## src/rtl/bcd_display_pkg.sv

```systemverilog
// bcd_display_pkg
//   Shared types and segment constants for the BCD scan driver.
//   seg_t        : 7-bit segment vector, bit 0 = a ... bit 6 = g, active-high.
//   scan_state_t : scanner FSM states (IDLE, SCAN).
//   SEG_0..SEG_9 : patterns for decimal digits; SEG_DASH for non-BCD codes.
package bcd_display_pkg;

    typedef logic [6:0] seg_t;

    typedef enum logic {
        IDLE,
        SCAN
    } scan_state_t;

    localparam seg_t SEG_0    = 7'h3F;
    localparam seg_t SEG_1    = 7'h06;
    localparam seg_t SEG_2    = 7'h5B;
    localparam seg_t SEG_3    = 7'h4F;
    localparam seg_t SEG_4    = 7'h66;
    localparam seg_t SEG_5    = 7'h6D;
    localparam seg_t SEG_6    = 7'h7D;
    localparam seg_t SEG_7    = 7'h07;
    localparam seg_t SEG_8    = 7'h7F;
    localparam seg_t SEG_9    = 7'h6F;
    localparam seg_t SEG_DASH = 7'h40;

endpackage

```

## src/rtl/bcd_display_scan_seg7_decoder.sv

```systemverilog
// seg7_decoder
//   Combinational BCD to 7-segment decoder; codes 10..15 show a dash.
//   digit : 4-bit BCD input
//   seg   : segment pattern, bit 0 = a ... bit 6 = g, active-high
module seg7_decoder
    import bcd_display_pkg::*;
(
    input  logic [3:0] digit,
    output logic [6:0] seg
);

    always_comb begin
        seg = SEG_DASH;
        case (digit)
            4'd0:    seg = SEG_0;
            4'd1:    seg = SEG_1;
            4'd2:    seg = SEG_2;
            4'd3:    seg = SEG_3;
            4'd4:    seg = SEG_4;
            4'd5:    seg = SEG_5;
            4'd6:    seg = SEG_6;
            4'd7:    seg = SEG_7;
            4'd8:    seg = SEG_8;
            4'd9:    seg = SEG_9;
            default: seg = SEG_DASH;
        endcase
    end

endmodule

```

## src/rtl/bcd_display_scan.sv

```systemverilog
// bcd_display_scan
//   Time-multiplexed common-cathode 7-segment driver for a chain of
//   decade counters. Captures the packed BCD digits into a shadow register
//   (frozen by hold), rotates a one-hot digit strobe every PRESCALE cycles
//   and drives the decoded segment pattern of the selected digit.
//   Optional feature macro: BCD_LEADING_ZERO_BLANK_EN (leading-zero blanking).
//
//   Parameters: DIGITS   number of digits scanned (2..8), digit 0 = LSD
//               PRESCALE cycles each digit stays selected (>= 1)
//   Ports:      clock     system clock, rising edge
//               reset     asynchronous active-low reset
//               enable    scan enable; low blanks and parks the scanner
//               hold      freezes the captured digit values
//               digits_in packed BCD digits, digit k at [4k+3:4k]
//               seg_out   registered segment pattern, bit 0 = a
//               digit_sel registered one-hot digit strobe, zero when blank
//               err       registered flag: some captured digit > 9
module bcd_display_scan
    import bcd_display_pkg::*;
#(
    parameter int unsigned DIGITS   = 4,
    parameter int unsigned PRESCALE = 4
) (
    input  logic                  clock,
    input  logic                  reset,
    input  logic                  enable,
    input  logic                  hold,
    input  logic [4*DIGITS-1:0]   digits_in,
    output logic [6:0]            seg_out,
    output logic [DIGITS-1:0]     digit_sel,
    output logic                  err
);

    localparam int unsigned IW = $clog2(DIGITS);
    localparam int unsigned PW = (PRESCALE > 1) ? $clog2(PRESCALE) : 1;

    logic [DIGITS-1:0][3:0] shadow;
    scan_state_t            state;
    scan_state_t            state_next;
    logic [PW-1:0]          presc;
    logic [PW-1:0]          presc_next;
    logic [IW-1:0]          idx;
    logic [IW-1:0]          idx_next;

    logic                   scan_active;
    logic                   blank_slot;
    logic                   any_invalid;
    logic [3:0]             cur_digit;
    seg_t                   dec_seg;

    // Shadow capture runs regardless of enable so err tracks the input.
    always_ff @(posedge clock or negedge reset) begin
        if (!reset) begin
            shadow <= '0;
        end else if (!hold) begin
            shadow <= digits_in;
        end
    end

    // FSM: state register
    always_ff @(posedge clock or negedge reset) begin
        if (!reset) begin
            state <= IDLE;
            presc <= '0;
            idx   <= '0;
        end else begin
            state <= state_next;
            presc <= presc_next;
            idx   <= idx_next;
        end
    end

    // FSM: next state, prescaler and scan index
    always_comb begin
        state_next = state;
        presc_next = presc;
        idx_next   = idx;
        case (state)
            IDLE: begin
                presc_next = '0;
                idx_next   = '0;
                if (enable) begin
                    state_next = SCAN;
                end
            end
            SCAN: begin
                if (!enable) begin
                    state_next = IDLE;
                    presc_next = '0;
                    idx_next   = '0;
                end else if (presc == PW'(PRESCALE - 1)) begin
                    presc_next = '0;
                    idx_next   = (idx == IW'(DIGITS - 1)) ? '0 : idx + 1'b1;
                end else begin
                    presc_next = presc + 1'b1;
                end
            end
            default: begin
                state_next = IDLE;
                presc_next = '0;
                idx_next   = '0;
            end
        endcase
    end

    // FSM: output decode (feeds the output registers)
    always_comb begin
        scan_active = (state == SCAN);
        cur_digit   = shadow[idx];
    end

    always_comb begin
        any_invalid = 1'b0;
        for (int unsigned i = 0; i < DIGITS; i++) begin
            any_invalid = any_invalid | (shadow[i] > 4'd9);
        end
    end

`ifdef BCD_LEADING_ZERO_BLANK_EN
    // zero_above[k] is set when digit k and every more significant digit
    // are zero; walked from the MSD down so each stage reuses the one above.
    logic [DIGITS-1:0] zero_above;
    logic              run;

    always_comb begin
        run        = 1'b1;
        zero_above = '0;
        for (int unsigned i = 0; i < DIGITS; i++) begin
            run                       = run & (shadow[DIGITS-1-i] == 4'd0);
            zero_above[DIGITS-1-i]    = run;
        end
        blank_slot = (idx != '0) && zero_above[idx];
    end
`else
    always_comb begin
        blank_slot = 1'b0;
    end
`endif

    seg7_decoder u_decoder (
        .digit (cur_digit),
        .seg   (dec_seg)
    );

    always_ff @(posedge clock or negedge reset) begin
        if (!reset) begin
            seg_out   <= '0;
            digit_sel <= '0;
            err       <= 1'b0;
        end else begin
            seg_out   <= (scan_active && !blank_slot) ? dec_seg : '0;
            digit_sel <= scan_active ? (DIGITS'(1) << idx) : '0;
            err       <= any_invalid;
        end
    end

endmodule
```

## config.mk

```make
export PLATFORM = sky130hd
export DESIGN_NAME = bcd_display_scan
export DESIGN_NICKNAME = d
export VERILOG_FILES = /design/src/rtl/bcd_display_pkg.sv /design/src/rtl/bcd_display_scan_seg7_decoder.sv /design/src/rtl/bcd_display_scan.sv
export SDC_FILE = /design/constraint.sdc
export NUM_CORES = 1
export LEC_CHECK = 0
export CORE_MARGIN = 4
export CORE_UTILIZATION = 50
export DETAILED_ROUTE_END_ITERATION = 16
export GPL_ROUTABILITY_DRIVEN = 1
export PLACE_DENSITY = 0.75
export SYNTH_ARGS = -nofsm -noshare
export SYNTH_HDL_FRONTEND = slang
export SYNTH_SLANG_ARGS = --single-unit
```

## constraint.sdc

```tcl
create_clock -name clock -period 4.23 [get_ports clock]
set_input_delay 1.269 -clock clock [delete_from_list [all_inputs] [get_ports clock]]
set_output_delay 1.269 -clock clock [all_outputs]
set_load 0.1 [all_outputs]
```

---- Word-level counts from Yosys, hierarchy flattened ----
Memory sizes are Yosys's and may differ from the RTL's.
Index checks and enable logic that the tools add are counted.
storage, ports and cells
  register bits ........................... 33
  bits in read-only memories .............. 112
  input bits .............................. 20
  output and inout bits ................... 12
  word-level logic and storage cells ...... 38
  memories kept ........................... 1
memory list
  name             depth  width  read ports  clocked after memory_dff  wr ports  line                                 RTL
  (no name shown)  16     7      1           0                         0         bcd_display_scan_seg7_decoder.sv:14  case (digit)
operators by class
  $add $sub $neg .......................... 2
  $lt $le $gt $ge ......................... 5
  equality and inequality tests ........... 3
  shift-type cells ........................ 1
  muxes and demuxes ....................... 12
  bitwise gates (word level) .............. 4
operators by type and width
  cell                 count
  $gt 4x4->1 const B   4
  $mux 2               5
  $bmux 4 s2           1
  $mux 4               2
  $pmux 2 s2           2
  $mux 7               1
  $add 2x1->2 const B  2
  $eq 2x2->1 const B   2
  $shl 1x2->4 const A  1
  $lt 2x3->1 const B   1
  $ne 3x2->1 const B   1
  $or 1x1->1           3
  $mux 1               1
  $not 1->1            1

---- Logic depth before layout (Yosys ltp) ----
Gate-level depths: netlist of the first run.
  depth in word-level cells ............... 5
  depth in mapped cells ................... 7
  mapped depth without buffers ............ 6

---- Hierarchy ----
From an unflattened synthesis of the first run, not the netlist that was laid out.
second synthesis, totals
  cells, all modules ...................... 117
  area total of the unflattened synthesis .. 1574.0 µm²
by module, submodules not included
  module            instances  cells an instance  area an instance (µm²)  sequential area each (µm²)
  bcd_display_scan  1          88                 1346.3                  825.8
  seg7_decoder      1          29                 227.7                   0.0

---- Worst setup path after synthesis of the first run ----
Ideal clock, no wire load.
  path kind ............................... in2reg
  start ................................... input hold
  end ..................................... register shadow[0] in the netlist's numbering
  library setup time ...................... 125 ps
  arrival time ............................ 2230 ps
  data required time ...................... 4105 ps
  slack ................................... 1875 ps
  cell stages on the path ................. 3
  path buffers ............................ 2
  cells stage by stage .................... clkbuf_1 buf_1 mux2_2
RTL lines
  element               line                    RTL
  from (decl)           bcd_display_scan.sv:27  input logic hold,
  to (signal assigned)  bcd_display_scan.sv:56  shadow <= digits_in;
  to (decl)             bcd_display_scan.sv:37  logic [DIGITS-1:0][3:0] shadow;
No word-level cell between the ends.

---- Worst setup path in the final report of the first run ----
  start ................................... register err
  end ..................................... output err
RTL lines
  element                 line                     RTL
  from (decl)             bcd_display_scan.sv:31   output logic err
  from (signal assigned)  bcd_display_scan.sv:153  err <= any_invalid;
No word-level cell between the ends.

==> key figures, run 1 <==
Timing
  – TNS Setup: 0 ns
  – Slew at the pin closest to its max-slew limit: 0.9689 ns
  – Final period util: 0.7286
  – Fmax: 324.5 MHz
  – Clock skew: 0.01074 ns
  – Final Hold Viols: 0
  – RSZ-0062 raised after global routing: no
  – Final-report max-slew violation count: 0
  – Final setup viols: 0
  – Worst rel slew slack: 0.3520
  – Tmin final: slightly above 3 ns

Clock network
  – Clk_lat worst skew: 0.33 ns
  – CTS Buffer Depth: 2
  – CTS HTree Levels: 2
  – Clock sink count: 33
  – CTS clk-pin slew, worst paths: 0.10 ns
  – Num CTS Buffers: 5
  – Postcts setup bufs: 0
  – CTS tree: built
  – Cts repair resizes: 0
  – CTS Root Cell: clkbuf_4
  – Hold Buf Count CTS: 0

Worst setup path
  – CP top delay family: buffers and inverters
  – Crit-path cells: clkdlybuf4s50_1
  – Crit path launch type: flop
  – Slowest Stage Delay on Critical Path: about 1.1 ns
  – Arrival time at the worst endpoint: 1.81 ns
  – Slowest cell on crit path: clkdlybuf4s50_1
  – Crit-path max FO: 1
  – Critical Path RT: 2.96 ns
  – Critical path type: flop to output port
  – Worst Path Buf+Inv: 1
  – Critical path endpoint category: output port

Run status
  – Status: complete, no violations

Min path
  – Worst min-delay path category: flop to flop

Logic synthesis
  – Ys flop type: dfrtp_1
  – Syn Inst Count: between 100 and 150
  – Net Count, Synth: 143
  – Yosys warns: 0
  – Mapped Area: 0.001554 mm²
  – Synth Area per Inst: 13.87 µm²
  – Asr flop ratio synth: 1.000
  – Post-synthesis cell type count: 29
  – Post-synth EDFFs: 0
  – Sequential-to-total area share from yosys stat: 0.5314
  – FF+latch count, synth: 33

Final layout
  – Layout area overhead: 27.38%
  – FF/Latch Area: 825.8 µm²
  – Layout cells sized above 1: 0.2313
  – Antenna Cells: 0
  – Number of fill cells: between 200 and 250
  – Area occupied by multi-input gates: 671.9 µm²
  – Final nets: roughly 180
  – Fin cells: 178

Placed design
  – Final GP Congestion: 0.7928
  – Port Buffers: 31
  – Placed cell count: 170
  – Hpwl dp: 1935 µm

Die
  – Die span in y: 63.75 µm
  – Die Width: 63.75 µm
  – I/O pin count: 32
  – Num rows: 19
  – Starting Density: 0.5447
  – DIE AREA: just over 0.004 mm²
  – Core area: 0.002853 mm²

Pwr
  – Worst VDD drop: 0.0002079 V
  – P_leak: 0.0008737 µW
  – Pwr per Cell Area: 416.3 mW/mm²

GRT
  – First-pass GRT wire length: 4602 µm
  – Total track usage: 0.1463
  – Largest net degree at the start of global routing: 34
  – Vias in the first global route: about 1,000
  – Initial antenna violation count: 0
  – Grt ovf: 0

Routing
  – First DRT Iteration DRCs: 11
  – Antenna viol nets, final: 0
  – TritonRoute pass-1 iters: 4
  – Routed length per instance: 14.43 µm
  – DRC viols: 0
  – Via-to-Cell Ratio: 5.213
  – Vias: 928
  – Post-Route WL: 2569 µm

Run
  – Maxcap violations: 0
==> stage by stage <==
step	setup WS [ns]	utilization	power (µW)	area, µm²	hold WS (ns)
floorplan	1.875	-	488.4	1554	0.4150
global placement	1.525	0.6579	539.0	1877	0.4238
detailed placement	1.507	0.6579	544.5	1877	0.4292
CTS	1.121	0.6939	832.1	1979	0.4426
global route	1.099	0.6939	857.8	1979	0.4578
finish	1.148	0.6939	824.1	1979	0.4385
==> state kept, by name, indices dropped and copies added, names as in the netlist <==
name and cells:
shadow 16, seg_out 7, digit_sel 4, idx 2, presc 2, err 1
scan_active 1
==> metal layers <==
| layer | global-route usage | share of wire | vias up |
|---|---|---|---|
| met5 | 0 | 0 | - |
| li1 | - | - | 460 |
| met2 | 0.2425 | 0.48 | 28 |
| met3 | 0.03327 | 0.048 | 5 |
| met4 | 0.06469 | 0.016 | 0 |
| met1 | 0.1842 | 0.45 | 435 |
==> kinds of logic after synthesis <==
logic type | count (synthesis) | share of synthesized area
adder cells (fa/ha/maj) | 11 | 0.08857
flip-flops | 33 | 0.5314
AND/OR/NAND/NOR | 23 | 0.09420
AO/OA/AOI/OAI | 12 | 0.06039
buffers and inverters | 11 | 0.03623
multiplexers | 22 | 0.1892
==> report_power, final <==
part           internal, µW  leakage, µW  switching (µW)
Clock                   183    0.0000552             104
Sequential              341     0.000407            15.0
Combinational          68.2     0.000411             113
==> synthesized netlist by cell type (all sizes together), types with 2 or more instances <==
| library cell | count | area share |
|---|---|---|
| mux2i | 2 | 0.013 |
| nor2 | 6 | 0.014 |
| and2 | 7 | 0.028 |
| o21ai | 5 | 0.019 |
| o31ai | 3 | 0.024 |
| mux2 | 16 | 0.12 |
| inv | 6 | 0.014 |
| buf | 3 | 0.017 |
| ha | 11 | 0.089 |
| dfrtp | 33 | 0.53 |
| clkbuf | 2 | 0.0048 |
| mux4 | 4 | 0.060 |
| nor2b | 3 | 0.017 |
==> cell usage in the layout (no fill, tap or decap), drive strengths merged, types with 2 or more instances in the layout <==
cell type / netlist / routed
clkdlybuf4s50: 0 / 31
o31ai: 3 / 3
nor2b: 3 / 3
mux2: 16 / 16
mux4: 4 / 4
dfrtp: 33 / 33
mux2i: 2 / 2
o21ai: 5 / 5
bufinv: 0 / 2
clkbuf: 2 / 5
nor2: 6 / 6
inv: 6 / 6
ha: 11 / 11
and2: 7 / 7
==> layout make-up <==
class,count,share of cell area
inverter,6,0.01138
clock inverter,3,0.03287
multi-input combinational,68,0.3394
tap,31,0.01960
timing repair buffer,32,0.1606
sequential,33,0.4172
clock buffer,5,0.01896
==> final timing paths <==
kind,startpoint,to,slack (ns),depth (start not counted)
min,presc[0],presc[0],0.44,1
min reg2reg,presc[0],presc[0],0.44,1
max,err,err,1.15,1
min in group asynchronous,reset,shadow[5],1.34,2
max in group asynchronous,reset,presc[1],2.60,2
max reg2reg,idx[0],seg_out[3],2.19,5
No activity file was read; power rests on OpenSTA's default activity.
==> run 2, diff against run 1 <==
Clock period 4.23 ns to 3.2 ns, I/O delays scaled along.
==> run 2 against run 1 <==
Effect of this change: first-iteration DRC count up 130%; largest cell class unchanged; via count up 1.5%; power increased by 33%; global-route usage rose by 0.11 points; clock-buffer cell count stayed put; sequential power is 33% higher; clock skew fell by 0.00059 ns; cell area decreased by 1.5%; flip-flop and latch count is the same; combinational power up 30%; highest routed layer unchanged; core utilization is 1.1 points lower.
==> key figures, run 2 (synthesized netlist as in run 1, its figures left out) <==
Final layout
  – Finished Cell Area: 0.001949 mm² (-1.5%)
  – Most flop-heavy register: shadow
  – Antenna Cells: 0 (unchanged)
  – Fin cells: 178 (unchanged)
  – Layout area overhead: 25.44%
  – Layout cells sized above 1: 0.3129 (+0.08163)
  – Most common cell after layout, fill and taps aside: dfrtp_1
  – Final nets: 177 (unchanged)
  – Commonest cells after routing, fill and taps aside: dfrtp_1, clkdlybuf4s50_1, mux2_2
  – Largest registers: shadow x16, seg_out x7, digit_sel x4
  – Largest register FFs: 16 (unchanged)

Timing
  – Final setup viols: 0 (unchanged)
  – Fmax: 490.6 MHz
  – RSZ-0062 raised after global routing: no
  – Tmin final: approximately 2 ns
  – Clock skew: 0.01015 ns (-0.0005933 ns)
  – Final-report max-slew violation count: 0 (unchanged)
  – Slew at the pin closest to its max-slew limit: 0.6591 ns (-0.3098 ns)
  – Worst rel slew slack: 0.5592 (+0.2072)
  – Final period util: 0.6370
  – Final Hold Viols: 0 (unchanged)
  – TNS Setup: 0 ns (unchanged)

Pwr
  – Sw Ratio: 0.2877 (+0.006350)
  – Clock share of power: 0.354 (+0.006)
  – Comb power frac: 0.215 (-0.005)
  – Pwr Total: 1093 µW (+33%)
  – P_sw: 314.5 µW (+36%)
  – Pwr per Cell Area: 560.8 mW/mm² (+35%)
  – Seq pwr share: 0.432 (about the same)
  – P_leak: 0.0008913 µW (+2.0%)
  – Worst VDD drop: 0.0004040 V (+94%)
  – P_int: 778.6 µW (+31%)

Clock network
  – Hold Buf Count CTS: 0 (unchanged)
  – Cts repair resizes: 0 (unchanged)
  – CTS Root Cell: clkbuf_4
  – Num CTS Buffers: 5 (unchanged)
  – CTS Buffer Depth: 2 (unchanged)
  – CTS clk-pin slew, worst paths: 0.11 ns (about the same)
  – CTS HTree Levels: 2 (unchanged)
  – CTS tree: built
  – Clk_lat worst skew: 0.34 ns (about the same)
  – Postcts setup bufs: 0 (unchanged)
  – Clock sink count: 33 (unchanged)

Die
  – I/O pin count: 32 (unchanged)
  – Starting Density: 0.5447 (unchanged)
  – Core area: 0.002853 mm² (unchanged)
  – Num rows: 19 (unchanged)
  – Die span in y: 63.75 µm (unchanged)
  – DIE AREA: 0.004064 mm² (unchanged)
  – Die Width: 63.75 µm (unchanged)

Routing
  – Vias: 942 (+1.5%)
  – First DRT Iteration DRCs: 25 (+14)
  – Routed length per instance: 14.90 µm (+3.2%)
  – Post-Route WL: 2652 µm (+3.2%)
  – Antenna viol nets, final: 0 (unchanged)
  – DRC viols: 0 (unchanged)
  – Via-to-Cell Ratio: 5.292 (+1.5%)
  – TritonRoute pass-1 iters: 4 (unchanged)

Run
  – Maxcap violations: 0 (unchanged)

Worst setup path
  – Slowest Stage Delay on Critical Path: 0.89 ns (-0.24 ns)
  – CP top delay family: buffers and inverters
  – Crit path launch type: input pin
  – Arrival time at the worst endpoint: 2.27 ns (+0.46 ns)
  – Reg2Reg Setup Slack: 1.18 ns (-1.01 ns)
  – Crit-path max FO: 16 (+15)
  – R2R cell count: 5 (unchanged)
  – R2R Path Start: idx[0]
  – Crit-path cells: clkdlybuf4s50_1, mux2_2
  – Critical path type: input pin to flop
  – Worst R2R End: seg_out[3]
  – Critical path endpoint category: flop
  – Slowest cell on crit path: clkdlybuf4s50_1
  – Critical Path RT: 3.44 ns (+0.48 ns)
  – Worst Path Buf+Inv: 1 (unchanged)

GRT
  – Total track usage: 0.1474 (+0.001076)
  – Grt ovf: 0 (unchanged)
  – Largest net degree at the start of global routing: 34 (unchanged)
  – Vias in the first global route: 954 (-5.6%)
  – First-pass GRT wire length: 4436 µm (-3.6%)
  – Initial antenna violation count: 0 (unchanged)

Placed design
  – DP Area: 0.001847 mm² (-1.6%)
  – Port Buffers: 31 (unchanged)
  – Hpwl dp: 2017 µm (+4.3%)
  – Placed cell count: 170 (unchanged)
  – Final GP Congestion: 0.7869 (-0.74%)

Run status
  – Status: complete, no violations

Min path
  – Worst min-delay path category: flop to flop
  – Hold depth: 1 (unchanged)
  – Hold endpoint: presc[0]
  – HP Start: presc[0]
-- run 2: cell count changes in the layout (fill, tap and decap cells not counted) --
| cell | before | now |
|---|---|---|
| buf_4 | 1 | 13 |
| clkdlybuf4s50_1 | 31 | 19 |
-- run 2: cell type report --
class	count	area (µm²)
Multi-Input combinational cell	68	671.9
Clock buffer	5	37.54
Inverter	6	22.52
Tap cell	31	38.79
Clock inverter	3	65.06
Fill cell	209	903.4
Timing Repair Buffer	32	287.8
Sequential cell	33	825.8
-- run 2: worst max-delay path by stage --
stage	start	to	slack, ns	cells past startpoint
finish	hold	shadow[7]	1.16	2
global route	idx[0]	seg_out[4]	1.05	6
CTS	idx[0]	seg_out[3]	1.15	5
detailed placement	hold	shadow[7]	0.79	2
global placement	hold	shadow[15]	0.83	2
floorplan	hold	shadow[0]	1.15	3
-- run 2: power groups by stage --
stage | logic (µW) | registers (µW) | clock network, µW
floorplan | 82.8 | 563 | 0
global placement | 232 | 478 | 0
global route | 249 | 477 | 414
finish | 235 | 472 | 387
CTS | 237 | 472 | 395
detailed placement | 237 | 481 | 0
-- run 2: layer usage --
metal | share of wire | track usage
met1 | 0.42 | 0.1667
met2 | 0.50 | 0.2386
met3 | 0.060 | 0.05954
met4 | 0.023 | 0.08086
met5 | 0 | 0
-- run 2: metrics by stage --
step / hold slack [ns] / util / setup slack, ns
floorplan: 0.4150 / - / 1.154
finish: 0.4390 / 0.6833 / 1.162
global route: 0.4569 / 0.6833 / 1.055
global placement: 0.4233 / 0.6474 / 0.8251
detailed placement: 0.4308 / 0.6474 / 0.7933
CTS: 0.4443 / 0.6833 / 1.153
